## src/rtl/operand_deserializer.sv

```systemverilog
// -----------------------------------------------------------------------------
// operand_deserializer
//
// Serial-to-parallel operand front end for the multiplier under exploration.
// NUM_OPS serial lanes share one bit strobe and one bit counter. Each lane
// collects WIDTH bits, MSB first, into its own operand. Once all lanes hold a
// complete operand, the operands are presented with a valid/ready handshake
// and held stable until the consumer takes them. Framing problems are visible
// on two outputs: a sticky overrun flag for strobes dropped while holding, and
// a handshake counter. An abort input throws away the frame in progress.
//
// Ports
//   clk            clock
//   reset          synchronous, active-high reset (highest priority)
//   i_ser_in       serial data, lane i on bit i
//   i_ser_en       bit strobe; i_ser_in is sampled when high
//   i_abort        synchronous frame abort (below reset, above everything else)
//   i_out_ready    consumer accepts the presented operands
//   o_ops          operands, lane i at o_ops[i*WIDTH +: WIDTH]
//   o_out_valid    operands complete and stable (high exactly in HOLD)
//   o_bit_cnt      bits accepted in the current frame
//   o_overrun      sticky: a strobe arrived and was dropped while holding
//   o_frame_count  completed handshakes, wraps 255 -> 0
//
// All outputs are registered. No input reaches an output combinationally.
//
// State table
//   state  | meaning
//   S_LOAD | shifting in strobed bits; o_out_valid low; i_out_ready ignored
//   S_HOLD | operands complete and frozen; strobes dropped and flagged
// -----------------------------------------------------------------------------
module operand_deserializer #(
  parameter int WIDTH   = 8,
  parameter int NUM_OPS = 3,
  parameter int CNT_W   = $clog2(WIDTH)
) (
  input  logic                       clk,
  input  logic                       reset,
  input  logic [NUM_OPS-1:0]         i_ser_in,
  input  logic                       i_ser_en,
  input  logic                       i_abort,
  input  logic                       i_out_ready,
  output logic [NUM_OPS*WIDTH-1:0]   o_ops,
  output logic                       o_out_valid,
  output logic [CNT_W-1:0]           o_bit_cnt,
  output logic                       o_overrun,
  output logic [7:0]                 o_frame_count
);

  typedef enum logic {
    S_LOAD = 1'b0,
    S_HOLD = 1'b1
  } state_t;

  localparam logic [CNT_W-1:0] C_LAST_BIT = CNT_W'(WIDTH - 1);
  localparam logic [CNT_W-1:0] C_CNT_ONE  = CNT_W'(1);

  state_t                     r_state;
  logic [NUM_OPS*WIDTH-1:0]   r_ops;
  logic                       r_out_valid;
  logic [CNT_W-1:0]           r_bit_cnt;
  logic                       r_overrun;
  logic [7:0]                 r_frame_count;

  always_ff @(posedge clk) begin
    if (reset) begin
      r_state       <= S_LOAD;
      r_ops         <= '0;
      r_out_valid   <= 1'b0;
      r_bit_cnt     <= '0;
      r_overrun     <= 1'b0;
      r_frame_count <= '0;
    end else if (i_abort) begin
      // Abort wipes the frame and the overrun flag. A strobe or ready in the
      // same cycle is ignored, so frame_count is left alone.
      r_state     <= S_LOAD;
      r_ops       <= '0;
      r_out_valid <= 1'b0;
      r_bit_cnt   <= '0;
      r_overrun   <= 1'b0;
    end else begin
      case (r_state)
        S_LOAD: begin
          if (i_ser_en) begin
            for (int i = 0; i < NUM_OPS; i++) begin
              r_ops[i*WIDTH +: WIDTH] <= {r_ops[i*WIDTH +: WIDTH-1], i_ser_in[i]};
            end
            if (r_bit_cnt == C_LAST_BIT) begin
              r_bit_cnt   <= '0;
              r_state     <= S_HOLD;
              r_out_valid <= 1'b1;
            end else begin
              r_bit_cnt <= r_bit_cnt + C_CNT_ONE;
            end
          end
        end
        S_HOLD: begin
          // A strobe here is lost even when the handshake completes in the
          // same cycle; it never becomes the first bit of the next frame.
          if (i_ser_en) begin
            r_overrun <= 1'b1;
          end
          if (i_out_ready) begin
            r_state       <= S_LOAD;
            r_out_valid   <= 1'b0;
            r_frame_count <= r_frame_count + 8'd1;
          end
        end
        default: begin
          r_state     <= S_LOAD;
          r_out_valid <= 1'b0;
        end
      endcase
    end
  end

  assign o_ops         = r_ops;
  assign o_out_valid   = r_out_valid;
  assign o_bit_cnt     = r_bit_cnt;
  assign o_overrun     = r_overrun;
  assign o_frame_count = r_frame_count;

endmodule

```

## config.mk

```make
export PLATFORM = sky130hd
export DESIGN_NAME = operand_deserializer
export DESIGN_NICKNAME = d
export VERILOG_FILES = /design/src/rtl/operand_deserializer.sv
export SDC_FILE = /design/constraint.sdc
export NUM_CORES = 1
export LEC_CHECK = 0
export CAP_MARGIN = 20
export CORE_MARGIN = 2
export CORE_UTILIZATION = 25
export DETAILED_ROUTE_END_ITERATION = 6
export SETUP_SLACK_MARGIN = 0.15
export SLEW_MARGIN = 25
export SYNTH_ARGS = -nofsm -noshare
export SYNTH_HDL_FRONTEND = slang
export SYNTH_SLANG_ARGS = --single-unit
```

## constraint.sdc

```tcl
create_clock -name clk -period 4.3 [get_ports clk]
set_clock_uncertainty 0.2 [all_clocks]
set_input_delay 0.86 -clock clk [delete_from_list [all_inputs] [get_ports clk]]
set_output_delay 0.86 -clock clk [all_outputs]
set_load 0.05 [all_outputs]
```

==> metrics.md <==
| Metric | Value |
|---|---|
| Clk sinks | `38` |
| Vias per inst | `4.46` |
| Fin Setup TNS | `0 ns` |
| Post-synth EDFFs | `0` |
| DRT Wirelength | `3420 um` |
| Die footprint | `approximately 6500 um^2` |
| DIE HEIGHT | `80.6 um` |
| Final worst slack | `around 1.6 ns` |
| Final GP Congestion | `0.711` |
| Area share of the largest cell type after synthesis | `51.9%` |
| Vias in the first global route | `1182` |
| Synth top area cells | `dfxtp_1 (52%), nand2_1 (14%), a21oi_1 (11%), ha_1 (3.4%), nor2_1 (2.0%)` |
| Worst setup SP type | `flip-flop` |
| Max Cap Viol | `0` |
| Unrepaired setup endpoints after global routing | `no` |
| Total global-route track usage | `between 10% and 20%` |
| CP top delay family | `buffers and inverters` |
| #FFs+latches synth | `38` |
| Share of cells above drive strength 1 | `5.99%` |
| Row cnt | `27` |
| Antenna violations before repair | `0` |
| Synth cell count leaders | `nand2_1 (54), dfxtp_1 (38), a21oi_1 (33)` |
| Nets | `around 230` |
| Skew-Pair Late Insertion Delay | `0.29 ns` |
| Sequential Area | `761 um^2` |
| Ant. Diodes | `0` |
| Syn nets | `about 190` |
| Post-place setup slack | `1.39 ns` |
| Worst Path Buf+Inv | `1` |
| Post_cts resized | `0` |
| Largest family of logic cells by synthesized area | `simple AND/OR/NAND/NOR gates` |
| Wirelength per Cell | `11.8 um` |
| Post-place instance area | `1950 um^2` |
| Post-Syn Area | `1470 um^2` |
| Vias | `1289` |
| Worst EP required | `3.24 ns` |
| Fmax | `~0.38 GHz` |
| Async SR Flop Fraction | `0%` |
| Yosys cell types | `25` |
| Status | `completed` |
| # IOs | `45` |
| Largest net degree at the start of global routing | `31` |
| Final ANT Viol Nets | `0` |
| Gate Count Post-Synth | `175` |
| Top-count cell post-synth | `nand2_1` |
| Drt pass-1 iters | `4` |
| CTS tree | `built` |
| Post-DP HPWL | `2280 um` |
| Worst-Margin Slew | `about 0.96 ns` |
| Area of the multi-input gates | `652 um^2` |
| Initial Utilization | `26.3%` |
| Hold WC Path Type | `reg -> reg` |
| Max-slew violation count | `0` |
| Clock Path Buffers | `2` |
| CP endpoint kind | `output pin` |
| Synth warn | `0` |
| Post-synthesis compound-gate area fraction | `14.0%` |
| Power per cell area | `336 nW/um^2` |
| I/O Buffers | `44` |
| First-pass GRT wire length | `about 5600 um` |
| Placeable Area | `between 5000 and 6000 um^2` |
| XOR/XNOR Fraction of Synth Area | `1.20%` |
| Slowest CP cell | `clkdlybuf4s50_1` |
| Kind of critical path | `reg -> out` |
| Number of fill cells in the layout | `581` |
| Setup bufs post-CTS | `0` |
| GRT overflow | `0` |
| Post-Syn Area per Cell | `8.37 um^2` |
| # setup viols final | `0` |
| Most used flip-flop cell after synthesis | `dfxtp_1` |
| Crit path time final | `2.66 ns` |
| CTS root buf | `clkbuf_8` |
| Synth Area in Simple Gates | `24.3%` |
| Peak supply drop | `0.168 mV` |
| Largest stage delay, worst path | `about 0.85 ns` |
| Fin area | `2070 um^2` |
| Pleak | `0.688 nW` |
| Initial DRC Count | `95` |
| Inserted Clock Buffers | `5` |
| Synth Area in Adders | `3.42%` |
| CP max FO | `6` |
| Final hold vios | `0` |
| Drc violations | `0` |
| Final worst-path cycle share | `61.9%` |
| Clock-pin slew on the worst setup and hold paths | `approximately 0.080 ns` |
| Synthesis-to-finish area growth | `41.2%` |
| Crit-path cells | `clkdlybuf4s50_1` |
| Post-synthesis mux area share | `under 10%` |
| Hold_buf cts | `0` |
| Arrival @ worst endpoint | `between 1.5 and 2 ns` |
| Seq/Total Area, Yosys | `51.9%` |
| H-tree Lvls | `2` |
| Slew Limit Headroom | `a little over a third` |
| Area leader, netlist | `dfxtp_1` |
| DIE WIDTH | `80.6 um` |
==> where the power goes <==
part           internal [mW]  switching (mW)
Sequential             0.353         0.00155
Combinational         0.0125          0.0240
Clock                  0.172           0.131
Total                  0.538           0.156
==> metrics by stage <==
| step | cells | util (%) | power, mW | hold WS [ns] |
|---|---|---|---|---|
| 5_1_grt | 289 | 37.1 | 0.723 | 0.286 |
| 2_1_floorplan | 175 | - | 0.386 | 0.382 |
| 3_5_place_dp | 281 | 35.1 | 0.400 | 0.256 |
| 6_report | 289 | 37.1 | 0.695 | 0.265 |
| 4_1_cts | 289 | 37.1 | 0.701 | 0.266 |
| 3_3_place_gp | 281 | 35.1 | 0.400 | 0.249 |
==> final timing paths <==
| kind | start | end | slack [ns] | depth (start not counted) |
|---|---|---|---|---|
| hold / removal | o_ops[23]$_SDFFE_PP0P_ | o_ops[23]$_SDFFE_PP0P_ | 0.26 | 2 |
| setup / recovery | o_frame_count[2]$_SDFFE_PP0P_ | o_frame_count[2] | 1.64 | 1 |
| setup reg to reg | r_state$_SDFF_PP0_ | o_ops[14]$_SDFFE_PP0P_ | 2.38 | 4 |
| hold reg to reg | o_ops[23]$_SDFFE_PP0P_ | o_ops[23]$_SDFFE_PP0P_ | 0.26 | 2 |
==> cells by family (layout without fill, tap and decap cells) <==
family | after synthesis | count (layout)
AOI/OAI and AO/OA | 39 | 39
xor gates and xnor gates | 2 | 2
and+or+nand+nor | 78 | 78
adders and majority gates | 4 | 4
DFF | 38 | 38
muxes | 2 | 2
buffers and inverters | 12 | 54
==> area by class of cell <==
| type | count | share of cell area, % |
|---|---|---|
| multi-input combinational | 125 | 31.5 |
| tap | 72 | 4.36 |
| timing repair buffer | 45 | 21.7 |
| clock buffer | 5 | 3.33 |
| sequential | 38 | 36.8 |
| clock inverter | 3 | 2.18 |
| inverter | 1 | 0.181 |
==> flip-flops by register name, indices dropped and copies added, names as in the netlist <==
register       count
o_ops             24
o_bit_cnt          3
r_state            1
o_overrun          1
o_frame_count      8
o_out_valid        1
==> per-layer routing <==
layer  vias up  global-route usage [%]  routed length (um)
li1        662                       -                   -
met1       585                    13.5                1520
met2        35                    17.4                1600
met3         7                    4.38                 224
met4         0                    5.08                  72
met5         -                       0                   0
==> layout by cell type (no fill, tap or decap), drive strengths merged, types with 2 or more instances in the layout <==
cell,n
a21oi,33
clkbuf,5
clkdlybuf4s50,44
clkinvlp,2
dfxtp,38
ha,4
mux2i,2
nand2,54
nand3,2
nand3b,2
nand4b,2
nor2,8
o21ai,2
o31ai,3
or3,2
or4,3
xor2,2
No activity file was read; power rests on OpenSTA's default activity.
